===== src/rtl/ram_sched_pkg.sv =====
// ram_sched_pkg: shared constants and state type for the RAM port scheduler
package ram_sched_pkg;
  localparam int ADDR_W = 19;
  localparam int DATA_W = 128;
  localparam int BE_W = DATA_W / 8;
  localparam int LINE_BYTES = 16;
  typedef enum logic {IDLE, RUN} scan_state_t;
endpackage


===== src/rtl/ram_port_scheduler_if.sv =====
// ram_port_scheduler_if: port-A requester bus (requests in, pulsed responses out)
interface ram_port_scheduler_if #(parameter int NUM_REQ = 4);
  import ram_sched_pkg::*;
  logic [NUM_REQ-1:0] req_valid;
  logic [NUM_REQ-1:0] req_ready;
  logic [NUM_REQ-1:0] req_write;
  logic [NUM_REQ-1:0][ADDR_W-1:0] req_address;
  logic [NUM_REQ-1:0][DATA_W-1:0] req_data;
  logic [NUM_REQ-1:0][BE_W-1:0] req_byte_enablers;
  logic [NUM_REQ-1:0] rsp_valid;
  logic [DATA_W-1:0] rsp_data;
  modport master (output req_valid, req_write, req_address, req_data, req_byte_enablers,
                  input req_ready, rsp_valid, rsp_data);
  modport slave (input req_valid, req_write, req_address, req_data, req_byte_enablers,
                 output req_ready, rsp_valid, rsp_data);
endinterface


===== src/rtl/ram_sched_rr_arbiter.sv =====
// ram_sched_rr_arbiter: round-robin grant starting at a pointer that moves past each winner
module ram_sched_rr_arbiter #(
  parameter int NUM_REQ = 4,
  localparam int IDX_W = $clog2(NUM_REQ)
) (
  input  logic               clock,
  input  logic               reset,
  input  logic [NUM_REQ-1:0] valid_i,
  output logic [NUM_REQ-1:0] grant_o,
  output logic [IDX_W-1:0]   idx_o,
  output logic               any_o
);
  logic [IDX_W-1:0] ptr_q, ptr_d, j;
  // search upward from the pointer with wrap-around; first valid requester wins
  always_comb begin
    idx_o = '0;
    any_o = 1'b0;
    j = '0;
    for (int i = 0; i < NUM_REQ; i++) begin
      j = IDX_W'((int'(ptr_q) + i) % NUM_REQ);
      if (!any_o && valid_i[j]) begin
        any_o = 1'b1;
        idx_o = j;
      end
    end
    grant_o = any_o ? NUM_REQ'(1) << idx_o : '0;
    ptr_d = !any_o ? ptr_q : (idx_o == IDX_W'(NUM_REQ - 1)) ? '0 : idx_o + IDX_W'(1);
  end
  // pointer register
  always_ff @(posedge clock or negedge reset)
    if (!reset) ptr_q <= '0;
    else ptr_q <= ptr_d;
endmodule


===== src/rtl/ram_port_scheduler.sv =====
// ram_port_scheduler: shared round-robin port A plus framebuffer scanout on read-only port B
module ram_port_scheduler import ram_sched_pkg::*; #(
  parameter int NUM_REQ = 4,
  parameter int SCAN_FIFO_DEPTH = 4
) (
  input  logic                clock,
  input  logic                reset,
  ram_port_scheduler_if.slave req,
  input  logic                scan_start,
  input  logic                scan_stop,
  input  logic [ADDR_W-1:0]   scan_base,
  input  logic [15:0]         scan_words,
  input  logic                scan_continuous,
  output logic                scan_valid,
  input  logic                scan_ready,
  output logic [DATA_W-1:0]   scan_data,
  output logic                scan_busy,
  output logic                scan_done,
  output logic [ADDR_W-1:0]   ram_address_a,
  output logic [DATA_W-1:0]   ram_data_in,
  output logic [BE_W-1:0]     ram_byte_enablers,
  output logic                ram_write_enable,
  input  logic [DATA_W-1:0]   ram_data_out_a,
  output logic [ADDR_W-1:0]   ram_address_b,
  input  logic [DATA_W-1:0]   ram_data_out_b
);
  localparam int IDX_W = $clog2(NUM_REQ);
  localparam int PW = $clog2(SCAN_FIFO_DEPTH);
  localparam int CW = PW + 1;
  logic [NUM_REQ-1:0] grant, rsp_q;
  logic [IDX_W-1:0] g;
  logic any;
  ram_sched_rr_arbiter #(.NUM_REQ(NUM_REQ)) u_arb (
    .clock(clock), .reset(reset), .valid_i(req.req_valid),
    .grant_o(grant), .idx_o(g), .any_o(any)
  );
  assign req.req_ready = grant;
  assign ram_address_a = any ? req.req_address[g] : '0;
  assign ram_data_in = any ? req.req_data[g] : '0;
  assign ram_byte_enablers = any ? req.req_byte_enablers[g] : '0;
  assign ram_write_enable = any & req.req_write[g];
  // response pulse follows the grant by the one-cycle RAM latency
  always_ff @(posedge clock or negedge reset)
    if (!reset) rsp_q <= '0;
    else rsp_q <= grant;
  assign req.rsp_valid = rsp_q;
  assign req.rsp_data = |rsp_q ? ram_data_out_a : '0;
  scan_state_t state_q, state_d;
  logic [ADDR_W-1:0] base_q, base_d;
  logic [15:0] words_q, words_d, idx_q, idx_d;
  logic fin_q, fin_d, infl_q, issue, last, done, push, pop;
  logic [DATA_W-1:0] mem_q [SCAN_FIFO_DEPTH];
  logic [PW-1:0] wp_q, rp_q;
  logic [CW-1:0] cnt_q;
  assign issue = state_q == RUN && !fin_q && !scan_stop &&
                 (int'(cnt_q) + int'(infl_q)) < SCAN_FIFO_DEPTH;
  assign last = idx_q == words_q - 16'd1;
  assign done = state_q == RUN && fin_q && !infl_q && !scan_stop;
  assign push = infl_q && !scan_stop;
  assign pop = scan_valid && scan_ready;
  assign ram_address_b = issue ? base_q + (ADDR_W'(idx_q) << 4) : '0;
  assign scan_valid = cnt_q != '0;
  assign scan_data = scan_valid ? mem_q[rp_q] : '0;
  assign scan_busy = state_q == RUN;
  assign scan_done = done;
  // sequencer next state: stop wins, start only from IDLE, finish once the last read has returned
  always_comb begin
    state_d = state_q;
    base_d = base_q;
    words_d = words_q;
    idx_d = idx_q;
    fin_d = fin_q;
    if (scan_stop) begin
      state_d = IDLE;
      fin_d = 1'b0;
    end else if (state_q == IDLE) begin
      if (scan_start && scan_words != '0) begin
        state_d = RUN;
        base_d = scan_base;
        words_d = scan_words;
        idx_d = '0;
        fin_d = 1'b0;
      end
    end else begin
      if (issue) begin
        idx_d = last ? '0 : idx_q + 16'd1;
        fin_d = last && !scan_continuous;
      end
      if (done) state_d = IDLE;
    end
  end
  // sequencer and FIFO bookkeeping; stop flushes everything including the read in flight
  always_ff @(posedge clock or negedge reset)
    if (!reset) begin
      state_q <= IDLE;
      base_q <= '0;
      words_q <= '0;
      idx_q <= '0;
      fin_q <= 1'b0;
      infl_q <= 1'b0;
      wp_q <= '0;
      rp_q <= '0;
      cnt_q <= '0;
    end else begin
      state_q <= state_d;
      base_q <= base_d;
      words_q <= words_d;
      idx_q <= idx_d;
      fin_q <= fin_d;
      infl_q <= issue;
      wp_q <= scan_stop ? '0 : wp_q + PW'(push);
      rp_q <= scan_stop ? '0 : rp_q + PW'(pop);
      cnt_q <= scan_stop ? '0 : cnt_q + CW'(push) - CW'(pop);
    end
  // FIFO storage captures port-B data one cycle after issue
  always_ff @(posedge clock)
    if (push) mem_q[wp_q] <= ram_data_out_b;
endmodule


===== src/flat_wrapper.sv =====
// flat-port wrapper written by rule: the top's interface ports become plain ports
module ram_port_scheduler_flat import ram_sched_pkg::*;
#(
  parameter int NUM_REQ = 4,
  parameter int SCAN_FIFO_DEPTH = 4
)
  (clock, reset, scan_start, scan_stop, scan_base, scan_words, scan_continuous, scan_valid, scan_ready, scan_data, scan_busy, scan_done, ram_address_a, ram_data_in, ram_byte_enablers, ram_write_enable, ram_data_out_a, ram_address_b, ram_data_out_b, req_req_valid, req_req_write, req_req_address, req_req_data, req_req_byte_enablers, req_req_ready, req_rsp_valid, req_rsp_data);
  ram_port_scheduler_if #(.NUM_REQ(NUM_REQ)) req_i ();
  input  logic clock;
  input  logic reset;
  input  logic scan_start;
  input  logic scan_stop;
  input  logic [ADDR_W-1:0] scan_base;
  input  logic [15:0] scan_words;
  input  logic scan_continuous;
  output logic scan_valid;
  input  logic scan_ready;
  output logic [DATA_W-1:0] scan_data;
  output logic scan_busy;
  output logic scan_done;
  output logic [ADDR_W-1:0] ram_address_a;
  output logic [DATA_W-1:0] ram_data_in;
  output logic [BE_W-1:0] ram_byte_enablers;
  output logic ram_write_enable;
  input  logic [DATA_W-1:0] ram_data_out_a;
  output logic [ADDR_W-1:0] ram_address_b;
  input  logic [DATA_W-1:0] ram_data_out_b;
  input wire logic [$bits(req_i.req_valid)-1:0] req_req_valid;
  input wire logic [$bits(req_i.req_write)-1:0] req_req_write;
  input wire logic [$bits(req_i.req_address)-1:0] req_req_address;
  input wire logic [$bits(req_i.req_data)-1:0] req_req_data;
  input wire logic [$bits(req_i.req_byte_enablers)-1:0] req_req_byte_enablers;
  output wire logic [$bits(req_i.req_ready)-1:0] req_req_ready;
  output wire logic [$bits(req_i.rsp_valid)-1:0] req_rsp_valid;
  output wire logic [$bits(req_i.rsp_data)-1:0] req_rsp_data;
  assign req_i.req_valid = req_req_valid;
  assign req_i.req_write = req_req_write;
  assign req_i.req_address = req_req_address;
  assign req_i.req_data = req_req_data;
  assign req_i.req_byte_enablers = req_req_byte_enablers;
  assign req_req_ready = req_i.req_ready;
  assign req_rsp_valid = req_i.rsp_valid;
  assign req_rsp_data = req_i.rsp_data;
  ram_port_scheduler #(.NUM_REQ(NUM_REQ), .SCAN_FIFO_DEPTH(SCAN_FIFO_DEPTH)) u_core (.clock(clock), .reset(reset), .req(req_i), .scan_start(scan_start), .scan_stop(scan_stop), .scan_base(scan_base), .scan_words(scan_words), .scan_continuous(scan_continuous), .scan_valid(scan_valid), .scan_ready(scan_ready), .scan_data(scan_data), .scan_busy(scan_busy), .scan_done(scan_done), .ram_address_a(ram_address_a), .ram_data_in(ram_data_in), .ram_byte_enablers(ram_byte_enablers), .ram_write_enable(ram_write_enable), .ram_data_out_a(ram_data_out_a), .ram_address_b(ram_address_b), .ram_data_out_b(ram_data_out_b));
endmodule

===== config.mk =====
export PLATFORM = sky130hd
export DESIGN_NAME = ram_port_scheduler_flat
export DESIGN_NICKNAME = d
export VERILOG_FILES = /design/src/rtl/ram_sched_pkg.sv /design/src/rtl/ram_port_scheduler_if.sv /design/src/rtl/ram_sched_rr_arbiter.sv /design/src/rtl/ram_port_scheduler.sv /design/src/flat_wrapper.sv
export SDC_FILE = /design/constraint.sdc
export NUM_CORES = 1
export LEC_CHECK = 0
export ABC_AREA = 1
export CAP_MARGIN = 5
export CELL_PAD_IN_SITES_DETAIL_PLACEMENT = 1
export CELL_PAD_IN_SITES_GLOBAL_PLACEMENT = 2
export CORE_AREA = 2 2 549 551
export CTS_CLUSTER_DIAMETER = 80
export DETAILED_ROUTE_END_ITERATION = 16
export DIE_AREA = 0 0 551 553
export PLACE_DENSITY_LB_ADDON = 0.1
export SLEW_MARGIN = 10
export SYNTH_ARGS = -nofsm -noshare
export SYNTH_HDL_FRONTEND = slang
export SYNTH_SLANG_ARGS = --single-unit
export TNS_END_PERCENT = 5

===== constraint.sdc =====
create_clock -name clock -period 15.5 [get_ports clock]
set_input_delay 1.55 -clock clock [delete_from_list [all_inputs] [get_ports clock]]
set_output_delay 1.55 -clock clock [all_outputs]
set_load 0.03 [all_outputs]

==> flow_summary.rst, run 1 <==
.. list-table::
   :header-rows: 1

   * - Metric
     - Value
   * - Top-area cell type share of the netlist area
     - 45.4%
   * - Run status
     - complete, no violations
   * - Net switching share of the total power
     - 57.5%
   * - Setup WS pre-CTS
     - 6.47 ns
   * - Hold buffer count at cts
     - 0
   * - Number of global-route vias before repair
     - 35746
   * - Buffers on Ports
     - 1406
   * - Fraction of final layout cells sized beyond drive strength 1
     - 3.48%
   * - Total Routed Length
     - 256000 um
   * - Peak clock frequency supported by timing
     - 0.113 GHz
   * - Most common flop cell mapped by yosys
     - edfxtp_1
   * - Clock transition at the registers of the reported paths
     - 0.06 ns
   * - Number of flops mapped to enable cells by yosys
     - 512
   * - Total of warnings raised by yosys
     - 0
   * - Remaining antenna violation count after routing
     - 0
   * - Total global routing overflow
     - 0
   * - Number of slew-limit violations in the final report
     - 0
   * - Std-Cell Core Area
     - 0.299 sq mm
   * - Setup slack of the critical path after layout
     - 6.66 ns
   * - Net Sw Power
     - 8140 uW
   * - Pre-antenna DRT Iters
     - 7
   * - Setup CP Type
     - in2out
   * - Total negative slack for setup checks
     - 0 ns
   * - List of most frequent post-synthesis cells
     - 713 x nor2_1, 706 x inv_1, 527 x nand3_1
   * - Drt wl/cell
     - 26.8 um
   * - Maximum clock path buffer count
     - 3
   * - Number of antenna violations at the first check in global routing
     - 231
   * - Part of the total power dissipated in combinational logic
     - 75.3%
   * - Layout net count
     - 6465
   * - Count of mapped cells out of synthesis
     - 4244
   * - Pwr per Cell Area
     - 260 mW/mm^2
   * - Pin count of the biggest net entering global routing
     - 165
   * - Post-Synthesis Net Count
     - 5228
   * - CP Data Required Time
     - 13.95 ns
   * - Violation count after the first detailed-routing iteration
     - 1877
   * - HP Class
     - reg2reg
   * - DIE HEIGHT
     - 553 um
   * - Number of H-tree levels
     - 3
   * - Post-CTS Resized
     - 0
   * - Leakage
     - 0.0213 uW
   * - CTS Sinks
     - 579
   * - Unrepaired setup endpoints after global routing
     - false
   * - Area of the mapped netlist
     - 0.0339 sq mm
   * - IR drop worst, VDD
     - 0.000182 V
   * - Number of remaining DRC errors
     - 0
   * - Most numerous cell in the Yosys netlist
     - nor2_1
   * - Overall global routing resource usage
     - 16.1%
   * - Sort of element at the start of the critical path
     - primary input
   * - CTS tree
     - done
   * - Data arrival time of the worst path
     - 7.29 ns
   * - Share of total power in the clock network
     - 11.9%
   * - Final period utilization
     - 57.0%
   * - Seq pwr share
     - 12.8%
   * - Post-CTS Repair Setup Buffers
     - 0
   * - Number of standard-cell rows in the floorplan
     - 201
   * - Register bit total from synthesis
     - 579
   * - Setup-violating endpoint count in the final report
     - 0
   * - Horizontal die dimension
     - 551 um
   * - Top area cells in the synthesized netlist
     - edfxtp_1 45%, nor2_1 7.9%, inv_1 7.8%, nand3_1 7.8%, nand2_1 5.4%
   * - Share of async-settable or async-resettable flops after synthesis
     - 11.6%
   * - Clock skew after layout
     - 0.0396 ns
   * - Design internal power
     - 6020 uW
   * - Initial Util
     - 11.3%
   * - Area leader, netlist
     - edfxtp_1
   * - Synthesis-to-layout area growth
     - 61.0%
   * - CTS root buf
     - clkbuf_16
   * - Weighted congestion at the end of routability-driven global placement
     - 0.855
   * - Global-route wire length before repair
     - 336000 um
   * - Floorplan die area
     - 0.305 sq mm
   * - Detailed Place HPWL
     - 198000 um
   * - CTS buffer count
     - 76
   * - Fin crit period
     - 8.84 ns
   * - Fillers
     - 35143
   * - Cell variety after synth
     - 37
   * - Endpoint class of the critical path
     - output port
   * - Top-level port count
     - 1407
   * - Final number of hold-violating endpoints
     - 0
   * - Max-cap violations
     - 0
   * - Clk Latency, worst-skew pair
     - 0.66 ns
   * - Tightest Pin Transition
     - 1.16 ns
   * - Post-DR vias/cell
     - 3.66
   * - Share of synthesized area occupied by flip-flops and latches
     - 50.4%
   * - Worst max-slew margin expressed relative to the limit
     - 22.7%
   * - Average cell area after synthesis
     - 7.98 sq um
   * - Maximum fanout encountered on the critical timing path
     - 80
   * - Vias post-DR
     - 34947
kinds of logic (layout without fill, tap and decap cells):
kind of cell,Yosys count,count (layout),synth area share [%]
other,0,56,0
multiplexers,18,18,0.599
XOR/XNOR,31,31,0.802
AO/OA/AOI/OAI,634,634,9.47
flip-flops,579,579,50.4
AND/OR/NAND/NOR,1950,1950,25.8
adder cells (fa/ha/maj),27,27,1.04
buffers and inverters,1005,2305,11.9
cell type report:
cell class | count | area [sq um] | area share, %
multi-input combinational | 2660 | 12900 | 23.6
inverter | 708 | 2670 | 4.90
timing repair buffer | 1456 | 14500 | 26.6
clock buffer | 102 | 2020 | 3.71
antenna | 56 | 140 | 0.257
sequential | 579 | 17100 | 31.3
clock inverter | 39 | 284 | 0.521
tap | 3958 | 4950 | 9.08
per-stage QoR:
step	cells	hold WS, ns	util, %	cell area (sq um)	power, uW
after CTS	9502	0.518	18.2	54400	14500
after global routing	9522	0.547	18.2	54400	15000
after detailed placement	9361	0.504	17.4	52100	12800
after floorplan	4244	0.485	-	33900	7680
final	9558	0.514	18.2	54500	14200
after global placement	9361	0.500	17.4	52100	12800
layer usage:
layer | vias up | share of wire [%] | track usage, %
met1 | 16958 | 40 | 18.9
met3 | 397 | 8.8 | 5.58
li1 | 16359 | - | -
met2 | 1135 | 49 | 27.8
met4 | 98 | 1.8 | 3.62
met5 | - | 0.24 | 0
registers in the layout, indices dropped and copies added, names as in the netlist:
register and flops:
u_core.rp_q 2, u_core.idx_q 16, u_core.words_q 16, u_core.base_q 19
u_core.infl_q 1, u_core.mem_q 512, u_core.cnt_q 3, u_core.scan_busy 1
u_core.u_arb.ptr_q 2, u_core.fin_q 1, u_core.req.rsp_valid 4, u_core.wp_q 2
power groups by stage:
stage / Clock (uW) / Sequential, uW / Combinational, uW
after floorplan: 0 / 1810 / 5870
after global placement: 0 / 1850 / 10900
after CTS: 1780 / 1820 / 10900
final: 1680 / 1820 / 10700
after detailed placement: 0 / 1850 / 10900
after global routing: 1820 / 1830 / 11400
placed cells by master, fill, tap and decap left out, drive strengths merged, types with 27 or more instances in the layout:
cell type / netlist / final
clkbuf: 153 / 102
o21ai: 300 / 300
diode: 0 / 56
edfxtp: 512 / 512
nand3: 528 / 528
nor2: 715 / 715
clkinv: 0 / 27
dfrtp: 67 / 67
buf: 144 / 51
inv: 708 / 715
clkdlybuf4s50: 0 / 1405
a21oi: 322 / 322
nand3b: 169 / 169
nand2: 494 / 494
final timing paths:
path,from,endpoint,slack [ns],cells past startpoint
min in group asynchronous,reset,u_core.req.rsp_valid[3]$_DFF_PN0_,0.70,1
setup reg to reg,u_core.u_arb.ptr_q[0]$_DFFE_PN0P_,u_core.req.rsp_valid[3]$_DFF_PN0_,10.68,11
max in group asynchronous,reset,u_core.rp_q[1]$_DFF_PN0_,13.60,2
setup / recovery,req_req_valid[3],ram_address_a[0],6.66,14
hold / removal,u_core.base_q[4]$_DFFE_PN0P_,u_core.base_q[4]$_DFFE_PN0P_,0.51,1
hold reg to reg,u_core.base_q[4]$_DFFE_PN0P_,u_core.base_q[4]$_DFFE_PN0P_,0.51,1
critical path, cell delays in order:
cell and delay, ns:
clkdlybuf4s50_1 0.69, inv_1 0.11, o21ai_1 0.28, nand2_1 0.09
o21ai_1 0.22, nand3_2 0.19, nand2_8 0.50, buf_4 0.65
buf_4 0.59, buf_4 0.84, nand3b_1 0.18, nand3_1 0.32
a21oi_1 0.13, clkdlybuf4s50_1 0.69
(Power assumes the default switching activity.)
==> run 2, diff against run 1 <==
--- a/config.mk
+++ b/config.mk
@@ -9,10 +9,10 @@
 export CAP_MARGIN = 5
 export CELL_PAD_IN_SITES_DETAIL_PLACEMENT = 1
 export CELL_PAD_IN_SITES_GLOBAL_PLACEMENT = 2
-export CORE_AREA = 2 2 549 551
+export CORE_AREA = 2 2 543 545
 export CTS_CLUSTER_DIAMETER = 80
 export DETAILED_ROUTE_END_ITERATION = 16
-export DIE_AREA = 0 0 551 553
+export DIE_AREA = 0 0 545 547
 export PLACE_DENSITY_LB_ADDON = 0.1
 export SLEW_MARGIN = 10
 export SYNTH_ARGS = -nofsm -noshare
==> constraint.sdc (replaced) <==
create_clock -name clock -period 7.49 [get_ports clock]
set_input_delay 0.749 -clock clock [delete_from_list [all_inputs] [get_ports clock]]
set_output_delay 0.749 -clock clock [all_outputs]
set_load 0.03 [all_outputs]
==> flow_summary.rst, run 2 (synthesized netlist as in run 1, its figures left out) <==
.. list-table::
   :header-rows: 1

   * - Metric
     - Value
   * - Clock skew after layout
     - 0.0277 ns (-0.0118 ns)
   * - Most common library cell in the layout ignoring fill and taps
     - clkdlybuf4s50_1
   * - Leakage
     - 0.0214 uW (+0.69%)
   * - Overall power after layout
     - 29600 uW (+110%)
   * - Sort of element at the start of the critical path
     - flop
   * - Violation count after the first detailed-routing iteration
     - 1971 (+5.0%)
   * - HP Class
     - reg2reg
   * - Overall global routing resource usage
     - 16.7% (+0.64 points)
   * - Design internal power
     - 12700 uW (+110%)
   * - Worst reg2reg path startpoint
     - u_core.u_arb.ptr_q[0]$_DFFE_PN0P_
   * - Number of standard-cell rows in the floorplan
     - 199 (-1.0%)
   * - Buffers on Ports
     - 1406 (unchanged)
   * - Maximum fanout encountered on the critical timing path
     - 144 (+80%)
   * - Final number of hold-violating endpoints
     - 0 (unchanged)
   * - Endpoint of the lowest-slack register-to-register path
     - u_core.u_arb.ptr_q[1]$_DFFE_PN0P_
   * - Largest register by flop count
     - u_core.mem_q
   * - Weighted congestion at the end of routability-driven global placement
     - 0.867 (+1.4%)
   * - Net Sw Power
     - 16900 uW (+110%)
   * - CP Data Required Time
     - 6.74 ns (-7.21 ns)
   * - Placed Instance Area
     - 0.0522 sq mm (+0.19%)
   * - Post-DR vias/cell
     - 3.71 (+1.4%)
   * - Number of global-route vias before repair
     - 35710 (-0.10%)
   * - CTS buffer count
     - 78 (+2.6%)
   * - Setup CP Type
     - reg2out
   * - Detailed Place HPWL
     - 201000 um (+1.6%)
   * - Global-route wire length before repair
     - 340000 um (+1.3%)
   * - Remaining antenna violation count after routing
     - 0 (unchanged)
   * - Post-route cell area
     - 0.0547 sq mm (+0.42%)
   * - Tightest Pin Transition
     - 1.07 ns (-0.0888 ns)
   * - Cell count after placement
     - 9322 (-0.42%)
   * - Number of antenna violations at the first check in global routing
     - 243 (+5.2%)
   * - Horizontal die dimension
     - 545 um (-1.1%)
   * - Seq pwr share
     - 12.7% (about the same)
   * - Run status
     - complete, no violations
   * - Number of H-tree levels
     - 3 (unchanged)
   * - Final core area utilization
     - 18.7% (+0.47 points)
   * - Number of cells traversed by the worst hold path
     - 1 (unchanged)
   * - Pre-antenna DRT Iters
     - 5 (-2)
   * - Total negative slack for setup checks
     - 0 ns (unchanged)
   * - Layout net count
     - 6468 (+0.046%)
   * - Net switching share of the total power
     - 57.1% (-0.35 points)
   * - Total global routing overflow
     - 0 (unchanged)
   * - Share of total power in the clock network
     - 12.1% (+0.2 points)
   * - Worst max-slew margin expressed relative to the limit
     - 28.6% (+5.9 points)
   * - Total Routed Length
     - 261000 um (+2.0%)
   * - Top-level port count
     - 1407 (unchanged)
   * - Part of the total power dissipated in combinational logic
     - 75.2% (about the same)
   * - Maximum clock path buffer count
     - 3 (unchanged)
   * - CTS tree
     - done
   * - Vias post-DR
     - 35330 (+1.1%)
   * - Final period utilization
     - 81.4%
   * - Worst hold endpoint
     - u_core.base_q[14]$_DFFE_PN0P_
   * - Count of placed standard cells in the final layout, fillers left out
     - 9528 (-0.31%)
   * - Registers with the highest flip-flop counts
     - u_core.mem_q (512), u_core.base_q (19)
   * - CTS root buf
     - clkbuf_16
   * - Post-CTS Repair Setup Buffers
     - 0 (unchanged)
   * - Clock transition at the registers of the reported paths
     - 0.05 ns (about the same)
   * - Number of remaining DRC errors
     - 0 (unchanged)
   * - CTS Sinks
     - 579 (unchanged)
   * - Leading cell types in the layout, fill and taps excluded
     - 1405 x clkdlybuf4s50_1, 712 x nor2_1, 704 x inv_1, 527 x nand3_1, 512 x edfxtp_1
   * - Peak clock frequency supported by timing
     - 0.164 GHz
   * - Unrepaired setup endpoints after global routing
     - false
   * - Drt wl/cell
     - 27.4 um (+2.3%)
   * - Initial Util
     - 11.6% (+0.24 points)
   * - Data arrival time of the worst path
     - 5.35 ns (-1.94 ns)
   * - Std-Cell Core Area
     - 0.293 sq mm (-2.1%)
   * - Synthesis-to-layout area growth
     - 61.7%
   * - Fillers
     - 34329 (-2.3%)
   * - Beginning of the worst hold path
     - u_core.base_q[14]$_DFFE_PN0P_
   * - Fraction of final layout cells sized beyond drive strength 1
     - 3.71% (+0.23 points)
   * - Fin crit period
     - 6.10 ns
   * - IR drop worst, VDD
     - 0.000507 V (+180%)
   * - Max FFs per register
     - 512 (unchanged)
   * - Number of slew-limit violations in the final report
     - 0 (unchanged)
   * - Floorplan die area
     - 0.298 sq mm (-2.2%)
   * - Pwr per Cell Area
     - 541 mW/mm^2 (+110%)
   * - Pin count of the biggest net entering global routing
     - 145 (-12%)
   * - Worst-case register-to-register setup slack
     - 3.89 ns (-6.79 ns)
   * - Clk Latency, worst-skew pair
     - 0.65 ns (about the same)
   * - Max-cap violations
     - 0 (unchanged)
   * - DIE HEIGHT
     - 547 um (-1.1%)
   * - Setup-violating endpoint count in the final report
     - 0 (unchanged)
   * - Endpoint class of the critical path
     - output port
   * - Worst Reg-to-Reg Cells
     - 8 (-3)
[run 2: worst max path at each step]
stage                                      startpoint  slack (ns)  cells past startpoint                           end
floorplan                                   scan_stop       -3.08                      4  u_core.mem_q[2][0]$_DFFE_PP_
global placement                     req_req_valid[0]        1.49                     13               ram_data_in[34]
detailed placement                   req_req_valid[0]        1.55                     13               ram_data_in[34]
CTS                 u_core.u_arb.ptr_q[0]$_DFFE_PN0P_        1.26                     12               ram_data_in[27]
global route        u_core.u_arb.ptr_q[0]$_DFFE_PN0P_        0.95                     11                ram_data_in[7]
finish              u_core.u_arb.ptr_q[0]$_DFFE_PN0P_        1.39                     11                ram_data_in[9]
[run 2: through the flow]
step / worst slack (ns) / hold slack [ns]
global route: 0.948 / 0.537
finish: 1.39 / 0.519
floorplan: -3.08 / 0.453
detailed placement: 1.55 / 0.509
global placement: 1.49 / 0.498
CTS: 1.26 / 0.522
[run 2: cell type report]
type                    count  area [sq um]  area share (%)
flip-flops and latches    579         17100            31.2
clock inverters            47           319           0.583
repair buffers           1457         14700            26.8
diodes                     62           155           0.283
multi-input cells        2660         12900            23.5
well taps                3919          4900            8.96
clock buffers              96          2090            3.82
inverters                 708          2670            4.88
[run 2: timing repair]
item / 4_1_cts / 5_1_grt
hold endpoints to repair: 18 / 0
hold buffers: 1 / 0
resized for setup: 0 / 0
endpoints found under the setup margin: 0 / 0
[run 2: worst max-delay path, cell delays in order, from the launching register on]
cell and delay [ns]:
dfrtp_1 0.62, xnor2_1 0.45, nand2_1 0.09, o21ai_1 0.12, a21oi_1 0.17, nand2_8 0.46, buf_12 0.59, buf_4 0.79
nand3_1 0.15, nand3_1 0.12, a21oi_1 0.07, clkdlybuf4s50_1 0.71
[run 2: per-layer routing]
layer,global-route usage (%),routed length (um)
met1,19.8,106000
met4,4.10,5520
met3,5.61,21300
met5,0,705
met2,28.7,127000
[run 2: power by group through the flow]
stage               Clock [uW]  Sequential, uW  Combinational, uW
finish                    3580            3760              22300
CTS                       3770            3770              22900
global placement             0            3830              23000
global route              3860            3780              23900
detailed placement           0            3840              22800
floorplan                    0            3750              12100
